===== src/rtl/rr_queue_bank.sv =====
// Bank of QUEUE_QUANTITY independent FIFOs. Pushes are steered by push_dest,
// pops by the arbiter's selector. Status flags come out in the packing the arbiter reads.
module rr_queue_bank #(
   parameter int QUEUE_QUANTITY = 4,
   parameter int DATA_BITS      = 8,
   parameter int BUF_WIDTH      = 4
) (
   input  logic                                  clk,
   input  logic                                  rst,
   input  logic                                  enb,
   input  logic                                  push_valid,
   input  logic [$clog2(QUEUE_QUANTITY)-1:0]     push_dest,
   input  logic [DATA_BITS-1:0]                  push_data,
   output logic                                  push_ready,
   input  logic [$clog2(QUEUE_QUANTITY)-1:0]     selector,
   input  logic                                  selector_enb,
   output logic [DATA_BITS-1:0]                  data_out,
   output logic                                  data_out_valid,
   output logic [QUEUE_QUANTITY-1:0]             buf_empty,
   output logic [QUEUE_QUANTITY-1:0]             buf_full,
   output logic [QUEUE_QUANTITY*BUF_WIDTH-1:0]   fifo_counter,
   output logic                                  pop_err
);

   localparam int SEL_BITS = $clog2(QUEUE_QUANTITY);
   localparam int PTR_BITS = BUF_WIDTH - 1;
   localparam int DEPTH    = 2**PTR_BITS;
   localparam logic [BUF_WIDTH-1:0] DEPTH_CNT = BUF_WIDTH'(DEPTH);

   // All queues share one array, addressed as {queue index, pointer}
   logic [DATA_BITS-1:0] mem [QUEUE_QUANTITY*DEPTH];

   logic [PTR_BITS-1:0]  wr_ptr_reg [QUEUE_QUANTITY];
   logic [PTR_BITS-1:0]  rd_ptr_reg [QUEUE_QUANTITY];
   logic [BUF_WIDTH-1:0] count_reg  [QUEUE_QUANTITY];
   logic                 empty_reg  [QUEUE_QUANTITY];
   logic                 full_reg   [QUEUE_QUANTITY];

   logic [DATA_BITS-1:0] data_out_reg;
   logic                 data_out_valid_reg;
   logic                 pop_err_reg;

   logic                 push_acc;
   logic                 pop_acc;
   logic                 pop_miss;
   logic [QUEUE_QUANTITY-1:0] push_hit;
   logic [QUEUE_QUANTITY-1:0] pop_hit;

   // Readiness depends only on registered state, never on the pop inputs
   assign push_ready = enb & rst & ~full_reg[push_dest];
   assign push_acc   = push_valid & push_ready;
   assign pop_acc    = enb & selector_enb & ~empty_reg[selector];
   assign pop_miss   = enb & selector_enb & empty_reg[selector];

   always_ff @(posedge clk) begin
      if (push_acc)
         mem[{push_dest, wr_ptr_reg[push_dest]}] <= push_data;
   end

   always_ff @(posedge clk or negedge rst) begin
      if (!rst) begin
         data_out_reg       <= '0;
         data_out_valid_reg <= 1'b0;
         pop_err_reg        <= 1'b0;
      end else begin
         data_out_valid_reg <= pop_acc;
         pop_err_reg        <= pop_miss;
         if (pop_acc)
            data_out_reg <= mem[{selector, rd_ptr_reg[selector]}];
      end
   end

   assign data_out       = data_out_reg;
   assign data_out_valid = data_out_valid_reg;
   assign pop_err        = pop_err_reg;

   genvar gi;
   generate
      for (gi = 0; gi < QUEUE_QUANTITY; gi++) begin : g_queue
         logic [BUF_WIDTH-1:0] count_next;

         assign push_hit[gi] = push_acc & (push_dest == SEL_BITS'(gi));
         assign pop_hit[gi]  = pop_acc  & (selector  == SEL_BITS'(gi));

         always_comb begin
            count_next = count_reg[gi];
            if (push_hit[gi] && !pop_hit[gi])
               count_next = count_reg[gi] + BUF_WIDTH'(1);
            else if (!push_hit[gi] && pop_hit[gi])
               count_next = count_reg[gi] - BUF_WIDTH'(1);
         end

         // Flags are registered from count_next so they track the count exactly
         always_ff @(posedge clk or negedge rst) begin
            if (!rst) begin
               wr_ptr_reg[gi] <= '0;
               rd_ptr_reg[gi] <= '0;
               count_reg[gi]  <= '0;
               empty_reg[gi]  <= 1'b1;
               full_reg[gi]   <= 1'b0;
            end else begin
               if (push_hit[gi])
                  wr_ptr_reg[gi] <= wr_ptr_reg[gi] + PTR_BITS'(1);
               if (pop_hit[gi])
                  rd_ptr_reg[gi] <= rd_ptr_reg[gi] + PTR_BITS'(1);
               count_reg[gi] <= count_next;
               empty_reg[gi] <= (count_next == '0);
               full_reg[gi]  <= (count_next == DEPTH_CNT);
            end
         end

         assign buf_empty[gi] = empty_reg[gi];
         assign buf_full[gi]  = full_reg[gi];
         assign fifo_counter[gi*BUF_WIDTH +: BUF_WIDTH] = count_reg[gi];
      end
   endgenerate

endmodule


===== config.mk =====
export PLATFORM = sky130hd
export DESIGN_NAME = rr_queue_bank
export DESIGN_NICKNAME = d
export VERILOG_FILES = /design/src/rtl/rr_queue_bank.sv
export SDC_FILE = /design/constraint.sdc
export NUM_CORES = 1
export LEC_CHECK = 0
export ABC_AREA = 1
export ABC_CLOCK_PERIOD_IN_PS = 2100
export CORE_MARGIN = 2
export CORE_UTILIZATION = 63
export CTS_BUF_LIST = sky130_fd_sc_hd__clkbuf_2 sky130_fd_sc_hd__clkbuf_4 sky130_fd_sc_hd__clkbuf_8
export DETAILED_ROUTE_END_ITERATION = 8
export GPL_ROUTABILITY_DRIVEN = 0
export GPL_TIMING_DRIVEN = 0
export PLACE_DENSITY = 0.84
export RECOVER_POWER = 100
export SYNTH_ARGS = -nofsm -noshare
export SYNTH_HDL_FRONTEND = slang
export SYNTH_SLANG_ARGS = --single-unit

===== constraint.sdc =====
create_clock -name clk -period 2.1 [get_ports clk]
set_input_delay 0.315 -clock clk [delete_from_list [all_inputs] [get_ports clk]]
set_output_delay 0.315 -clock clk [all_outputs]
set_load 0.02 [all_outputs]

# Yosys cells after proc, flatten, opt, wreduce, memory -nomap -nowiden
# Memories as Yosys holds them, arrays and structs flattened. A register that Yosys moved wholly into a read port is not among the register bits.
# Index checks and enable logic that the tools add are counted.
[op_classes] addsub=16 n_mul=0 n_div=0 order_cmp=2 n_eq_ne=10 shifts=0 n_mux=22 bitwise=18 reduce_logical=23
[op_table] op="two-way mux 4 bit" n=8
[op_table] op="adder 3 x 1 -> 3 bit (second input constant)" n=8
[op_table] op="adder 4 x 1 -> 4 bit (second input constant)" n=4
[op_table] op="equality test 4 bit (second input constant)" n=4
[op_table] op="logical NOT 4 bit" n=4
[op_table] op="subtractor 4 x 1 -> 4 bit (second input constant)" n=4
[op_table] op="AND 1 bit" n=14
[op_table] op="binary-select mux 3 bit (select 2 bit)" n=2
[op_table] op="two-way mux 3 bit" n=4
[op_table] op="logical NOT 1 bit" n=9
[op_table] op="equality test 2 bit (second input constant)" n=4
[op_table] op="logical AND 1 bit" n=8
[op_table] op=">= comparator 3 bit (second input constant)" n=2
[op_table] op="two-way mux 1 bit" n=6
[op_table] op="NOT 2 -> 3 bit" n=2
[op_table] op="binary-select mux 1 bit (select 2 bit)" n=2
[op_table] op="equality test 2 x 1 -> 1 bit (second input constant)" n=2
[op_table] op="logical NOT 2 bit" n=2
[op_table] op="NOT 1 bit" n=2
[word_totals] register_bits=50 latchBits=0 ram_bits=256 romBits=0 inputBits=17 wordCells=114 mem_count=1
[mem_list] memory="mem" words=32 width=8 read_ports=1 rd_ports_with_merged_regs=1 wr=1 line="31" text="logic [DATA_BITS-1:0] mem [QUEUE_QUANTITY*DEPTH];"

# Depth between registers and ports, before layout
# Gate-level depths: netlist of run 1.
[logic_depth] ltp_word=13 mapped_depth=16 mapped_depth_nobuf=14

# Worst setup path after synthesis of run 1
# No wires, ideal clock.
[synth_path] kind="reg2reg" startpoint="reg full_reg, in the netlist buf_full[3]" endpoint="mem mem[10][0] (enable)" setup_time_ns=0.371 arrival_time_ns=1.635 path_slack_ns=0.095 stages_incl_launch_ff=7 period_less_slack_ns=2.005 path_cell_list="dfrtp_1 -> nand2_1 -> nand2_1 -> nor2_1 -> and3_1 -> nand3_1 -> nor2_1"
[synth_between] elab_chain_cells=8
[synth_rtl] element="start: declaration" line="37" text="logic full_reg [QUEUE_QUANTITY];"
[synth_rtl] element="start signal: indexed assignment" line="108" text="full_reg[gi] <= (count_next == DEPTH_CNT);"
[synth_rtl] element="binary-select mux 1 bit (select 2 bit)" line="50" text="assign push_ready = enb & rst & ~full_reg[push_dest];"
[synth_rtl] element="two-way mux 1 bit (not written as such) (2 in series)" line="50"
[synth_rtl] element="NOT 1 bit" line="50"
[synth_rtl] element="AND 1 bit" line="50"
[synth_rtl] element="AND 1 bit" line="51" text="assign push_acc = push_valid & push_ready;"
[synth_rtl] element="two-way mux 1 bit" line="56" text="if (push_acc)"
[synth_rtl] element="two-way mux 1 bit (not written as such)" line="57" text="mem[{push_dest, wr_ptr_reg[push_dest]}] <= push_data;"
[synth_rtl] element="end: declaration" line="31"
# Every way passes these cells. The select of a mux whose other input is x is not followed.

# Worst setup path after layout of run 1
[layout_path] startpoint="reg rd_ptr_reg[3] (netlist bit)" endpoint="reg data_out_reg[5] (netlist: data_out[5]), read port of mem"
[layout_between] elab_chain_cells=3
[layout_rtl] element="start: declaration" line="34" text="logic [PTR_BITS-1:0] rd_ptr_reg [QUEUE_QUANTITY];"
[layout_rtl] element="start signal: indexed assignment" line="105" text="rd_ptr_reg[gi] <= rd_ptr_reg[gi] + PTR_BITS'(1);"
[layout_rtl] element="binary-select mux 3 bit (select 2 bit)" line="69" text="data_out_reg <= mem[{selector, rd_ptr_reg[selector]}];"
[layout_rtl] element="two-way mux 3 bit (not written as such) (2 in series)" line="69"
[layout_rtl] element="end: declaration" line="39" text="logic [DATA_BITS-1:0] data_out_reg;"
# Every way passes these cells. The select of a mux whose other input is x is not followed.
# A chain may end at the register's enable or synchronous reset.

==> impl_metrics.ini, run 1 <==
[outcome]
outcome = finished, violations left
failed_checks = capacitance limit, slew limit, setup timing

[sta]
finalCriticalPeriod_ns = 2.124
hold_viol = 0
relSlewSlack_pct = -29.07
setup_viol = 1
fin_crit_sh_pct = 101.1
clock.fmax_mhz = 470.8
finClkSkew_ns = 0.02890
holdWs_ns = 0.1125
maxSlewViolCount = 231
fin_ws_ns = -0.02402
tightest_slew_ns = 1.936

[route]
postRouteAntennaNets = 0
vias = 11070
vias_per_cell = 5.903
drt_iter0_markers = 1229
wl_mm = 37.45
routedWlPerCell_um = 19.97
dr.pass1.iters = 7
drc = 0

[global_route]
track_usage_pct = 30.85
grt_max_degree = 33
grt_pass1_wl_mm = 56.19
grt-ovfl-total = 0
antenna_found_initial = 0
grt_pass1_vias = 10790

[power_and_ir_drop]
irDropWorstVdd_mv = 0.8664
power_density_nw_per_um2 = 1144
p_leak_nw = 7.191
power.total_mw = 19.54

[floorplan]
core_region_area_um2 = 22570
die_area_um2 = 24110
fp.dieW_um = 155.3
ios = 52
rows = 55
chipHeight_um = 155.3
start_util_pct = 63.88

[worst_setup_path]
rr_startpoint = rd_ptr_reg[3]
worst-path-max-fanout = 10
ff2ff_path_depth = 12
cp_data_arrival_time_ns = 2.58
cp-end-kind = flop
r2r-end = data_out[5]
cp-start-kind = flop
rrSetupSlack_ns = -0.02
crit_type = flop to flop
cp.required_ns = 2.55

[job]
timing.max_cap.violations = 7

[layout]
largest_reg_flops = 256
design_area_um2 = 17090
areaGrowthSynthToFinish_pct = 18.52
layout.nets = 1583
finalNonFillerCells = 1875
antenna_cells_inserted = 0
drive_gt1_share_pct = 16.35
num-fill-cells = 1361

[clocking]
path_clk_slew_ns = 0.06
clock-sinks = 314
cts_tree = done
root_buffer = clkbuf_8
cts_buffers = 50
h-tree-depth = 2
cts_max_path_buffers = 3
clkLatencyLatePin_ns = 0.59

[min_path]
holdCritPathClass = input pin to asynchronous set/reset pin

[synth]
yosysWarningCount = 0
yosys.area.top_type = edfxtp_1
synth_cell_types = 30
syn_area_um2 = 14420
synth_edf_count = 256
syn_avg_cell_area_um2 = 10.20
yosysMostFrequentCell = nand2_1
ys_seq_elements = 314
yosysTopAreaCellShare_pct = 53.31
async_flop_share_pct = 18.47
syn_nets = 1447
syn-instance-count = 1414
ys.flop_type = edfxtp_1
seq_area_frac_synth_pct = 63.42
synthTopCellsByArea = edfxtp_1 (53%), dfrtp_1 (9.4%), nand3_1 (8.6%)
synth_common_cells = nand2_1 (281), edfxtp_1 (256), nand3_1 (248)

[placement]
placedCellCount = 1751
io_buffers = 50
post-place-ws_ns = -1.289
post_dp_cell_area_um2 = 15310
hpwl_mm = 23.39
-- worst max path at each step --
| stage | start | to | depth (start not counted) |
|---|---|---|---|
| floorplan | buf_full[3] | mem[10][0] | 6 |
| global placement | rst | mem[22][3] | 8 |
| detailed placement | push_dest[0] | mem[31][1] | 9 |
| CTS | push_dest[0] | buf_empty[1] | 14 |
| global route | rd_ptr_reg[9] | data_out[2] | 13 |
| finish | rd_ptr_reg[3] | data_out[5] | 12 |
-- worst max-delay path: stages (launching register included) --
cell and delay, ns:
dfrtp_1 0.42, nand2_1 0.09, nand2_1 0.08, nand2_4 0.11, buf_4 0.16, buf_2 0.26
nand3b_1 0.17, nand3_1 0.15, nand3_1 0.12, nand3_1 0.11, nand2_1 0.08, nor2_1 0.20
nor2_1 0.06
-- repair_timing --
item | 4_1_cts | 5_1_grt
pin swaps | 9 | 13
cloned | 0 | 1
hold buffers | 3 | 0
setup endpoints to repair | 276 | 285
buffers inserted | 9 | 21
hold endpoints to repair | 35 | 0
resized for setup | 149 | 82
-- cells in the final DEF, fill, tap and decap left out, types with 3 or more instances in the layout --
cell type	netlist	routed
nand2_4	0	5
o211ai_1	8	8
clkbuf_2	0	18
inv_2	4	6
xor2_1	19	19
clkinv_1	4	17
o21ai_0	15	16
dlygate4sd3_1	0	17
nor2_1	85	39
buf_4	0	35
nand3_1	248	244
inv_1	212	210
buf_6	0	4
buf_2	23	10
edfxtp_1	256	256
nor2_4	4	41
clkbuf_4	0	31
dlymetal6s2s_1	0	3
clkinv_2	0	6
nor2_2	3	12
dfstp_2	4	4
xnor2_1	13	13
nor3_1	5	5
nand3b_1	88	88
a21oi_1	11	9
buf_12	0	4
clkbuf_8	0	52
nand3_4	1	3
nand2_2	3	7
clkdlybuf4s50_1	0	22
ha_1	16	16
o21ai_1	5	3
dfrtp_1	54	54
nand2_1	281	271
clkbuf_1	30	13
nand4_1	4	4
or2_2	8	8
-- layout make-up --
type,instances,area [um^2],share of cell area [%]
clock buffers,70,850.8,4.979
multi-input cells,821,4621,27.04
flip-flops and latches,314,9144,53.51
inverters,220,829.5,4.854
clock inverters,22,120.1,0.7029
repair buffers,86,757.0,4.430
well taps,285,356.6,2.087
plain buffers,57,410.4,2.402
-- power breakdown --
group / internal [mW] / switching (mW)
clock: 2.74 / 2.41
combinational: 2.47 / 4.15
sequential: 7.27 / 0.506
-- metal layers --
metal | global-route usage (%) | vias up | wire, um
li1 | - | 4981 | -
met1 | 37.65 | 5193 | 13340
met2 | 51.49 | 737 | 18290
met3 | 6.407 | 158 | 3649
met4 | 17.74 | 0 | 2160
met5 | 0 | - | 0
-- per-stage QoR --
step | TNS [ns] | utilization, %
2_1_floorplan | 0 | -
5_1_grt | -0.1721 | 75.71
3_5_place_dp | -316.81 | 67.84
4_1_cts | 0 | 74.70
6_report | -0.02402 | 75.71
3_3_place_gp | -890.97 | 67.68
-- cell families (layout without fill, tap and decap cells) --
kind of cell | after synthesis | count (layout) | share of synthesized area, %
AND/OR/NAND/NOR | 731 | 731 | 24.15
flip-flops | 314 | 314 | 63.42
buffers and inverters | 279 | 455 | 7.463
AO/OA/AOI/OAI | 42 | 42 | 1.640
XOR/XNOR | 32 | 32 | 1.944
adder cells (fa/ha/maj) | 16 | 16 | 1.388
Power figures use the tool's default switching activity.
==> run 2, diff against run 1 <==
--- a/config.mk
+++ b/config.mk
@@ -13,6 +13,7 @@
 export DETAILED_ROUTE_END_ITERATION = 8
 export GPL_ROUTABILITY_DRIVEN = 0
 export GPL_TIMING_DRIVEN = 0
+export MAX_ROUTING_LAYER = met4
 export PLACE_DENSITY = 0.84
 export RECOVER_POWER = 100
 export SYNTH_ARGS = -nofsm -noshare
==> run 2 against run 1 <==
Against the previous run: the flow finishes with violations (capacitance limit, slew limit); sequential share of layout area decreased by 0.19 points; critical path depth is the same; setup slack improved by 0.049 ns; register-to-register slack better by 0.05 ns; total power rose by 0.62%; cell count hardly changed; non-clock buffer count up 1; largest cell class unchanged; largest power group unchanged.
==> impl_metrics.ini, run 2 (synthesis results as in run 1) <==
[worst_setup_path]
rrSetupSlack_ns = 0.03
path_cells = nand2_1 > nand2_1 > nand2_4 > buf_4 > buf_2 > nand3b_1 > nand3_1 > nand3_1 > nand3_1 > nand2_1 > nor2_1 > nor2_1
crit_path_max_incr_delay_ns = 0.42
ff2ff_path_depth = 12
cp-start-kind = flop
cp_data_arrival_time_ns = 2.53
startpoint = rd_ptr_reg[3]
worst-path-max-fanout = 10
critPathCapture = data_out[5]
crit_type = flop to flop
slowest_stage = dfrtp_1
cp.required_ns = 2.55
rr_startpoint = rd_ptr_reg[3]
r2r-end = data_out[5]
cp-end-kind = flop

[placement]
hpwl_mm = 23.39
io_buffers = 50
placedCellCount = 1751

[clocking]
cts_max_path_buffers = 3
cts_buffers = 50
path_clk_slew_ns = 0.06
clkLatencyLatePin_ns = 0.60
clock-sinks = 314
h-tree-depth = 2
root_buffer = clkbuf_8
cts_tree = done

[outcome]
failed_checks = capacitance limit, slew limit
outcome = finished, violations left

[layout]
finalNonFillerCells = 1876
final_cell_mix = nand2_1 (268), edfxtp_1 (256), nand3_1 (241)
regArea_um2 = 9144
num-fill-cells = 1336
final_util_pct = 75.98
drive_gt1_share_pct = 17.28
largest_reg_flops = 256
layout.nets = 1584
areaGrowthSynthToFinish_pct = 18.94
final_common_cell = nand2_1
antenna_cells_inserted = 0
multi_input_area_um2 = 4663

[global_route]
track_usage_pct = 31.85
grt_use_met3_pct = 6.100
grt.busiest_layer = met2
grt_pass1_vias = 10760
antenna_found_initial = 0
grt-ovfl-total = 0
grt_pass1_wl_mm = 56.32
use_met1_pct = 38.13
met2_usage_pct = 51.58
grt_max_degree = 33

[sta]
clock.fmax_mhz = 482.0
maxSlewViolCount = 231
finClkSkew_ns = 0.03814
hold_viol = 0
tightest_slew_ns = 1.932
finalCriticalPeriod_ns = 2.075
rsz0062_at_grt = yes
holdWs_ns = 0.1157
relSlewSlack_pct = -28.81
fin_crit_sh_pct = 98.79
setup_viol = 0

[power_and_ir_drop]
p_leak_nw = 7.209
irDropWorstVdd_mv = 0.9210
power.total_mw = 19.67
power_density_nw_per_um2 = 1147

[floorplan]
rows = 55
chipHeight_um = 155.3
fp.dieW_um = 155.3
start_util_pct = 63.88
die_area_um2 = 24110
core_region_area_um2 = 22570
ios = 52

[route]
dr.pass1.iters = 5
routedWlPerCell_um = 20.17
postRouteAntennaNets = 0
wl_mm = 37.84
drt_iter0_markers = 1286
drc = 0
vias_per_cell = 5.909
vias = 11090

[min_path]
holdCritPathClass = input pin to asynchronous set/reset pin

[job]
timing.max_cap.violations = 7
-- run 2: worst min-delay path by stage --
stage,cells past startpoint,endpoint,slack [ns],startpoint
floorplan,0,buf_full[0],0.02,rst
global placement,1,rd_ptr_reg[8],0.46,rd_ptr_reg[8]
detailed placement,1,fifo_counter[4],0.15,rst
CTS,2,fifo_counter[4],0.14,rst
global route,2,fifo_counter[5],0.15,rst
finish,2,fifo_counter[4],0.12,rst
-- run 2: metal layers --
layer	wire length [um]	up-vias
li1	-	4993
met1	13510	5193
met2	18470	737
met3	3713	162
met4	2148	0
met5	0	-
-- run 2: layout make-up --
cell class                 instances  area share (%)
tap                              285           2.079
inverter                         220           4.837
timing repair buffer              87           4.523
multi-input combinational        821           27.19
sequential                       314           53.32
clock buffer                      70           4.961
buffer                            57           2.393
clock inverter                    22          0.7004
-- run 2: power by group --
part           internal (mW)  switching, mW
combinational           2.51           4.19
sequential              7.27          0.509
clock                   2.74           2.45
-- run 2: timing repair --
action | CTS | global route
cloned | 0 | 1
setup endpoints to repair | 276 | 285
endpoints found under the hold margin | 35 | 0
hold buffers | 3 | 0
pin swaps | 9 | 19
gates resized for setup | 149 | 92
setup buffers | 9 | 22
-- run 2: per-stage QoR --
step	setup slack, ns	instance area, um^2	setup TNS [ns]
finish	0.02538	17150	0
global route	-0.07911	17150	-0.2217
CTS	0.005440	16860	0
detailed placement	-1.289	15310	-316.81
global placement	-2.990	15280	-890.97
floorplan	0.09480	14420	0
-- run 2: critical path: cells and delay by family (launching register included) --
kind          cells  cell delay [ns]
simple gates     10             1.14
flops             1             0.42
buf+inv           2             0.41
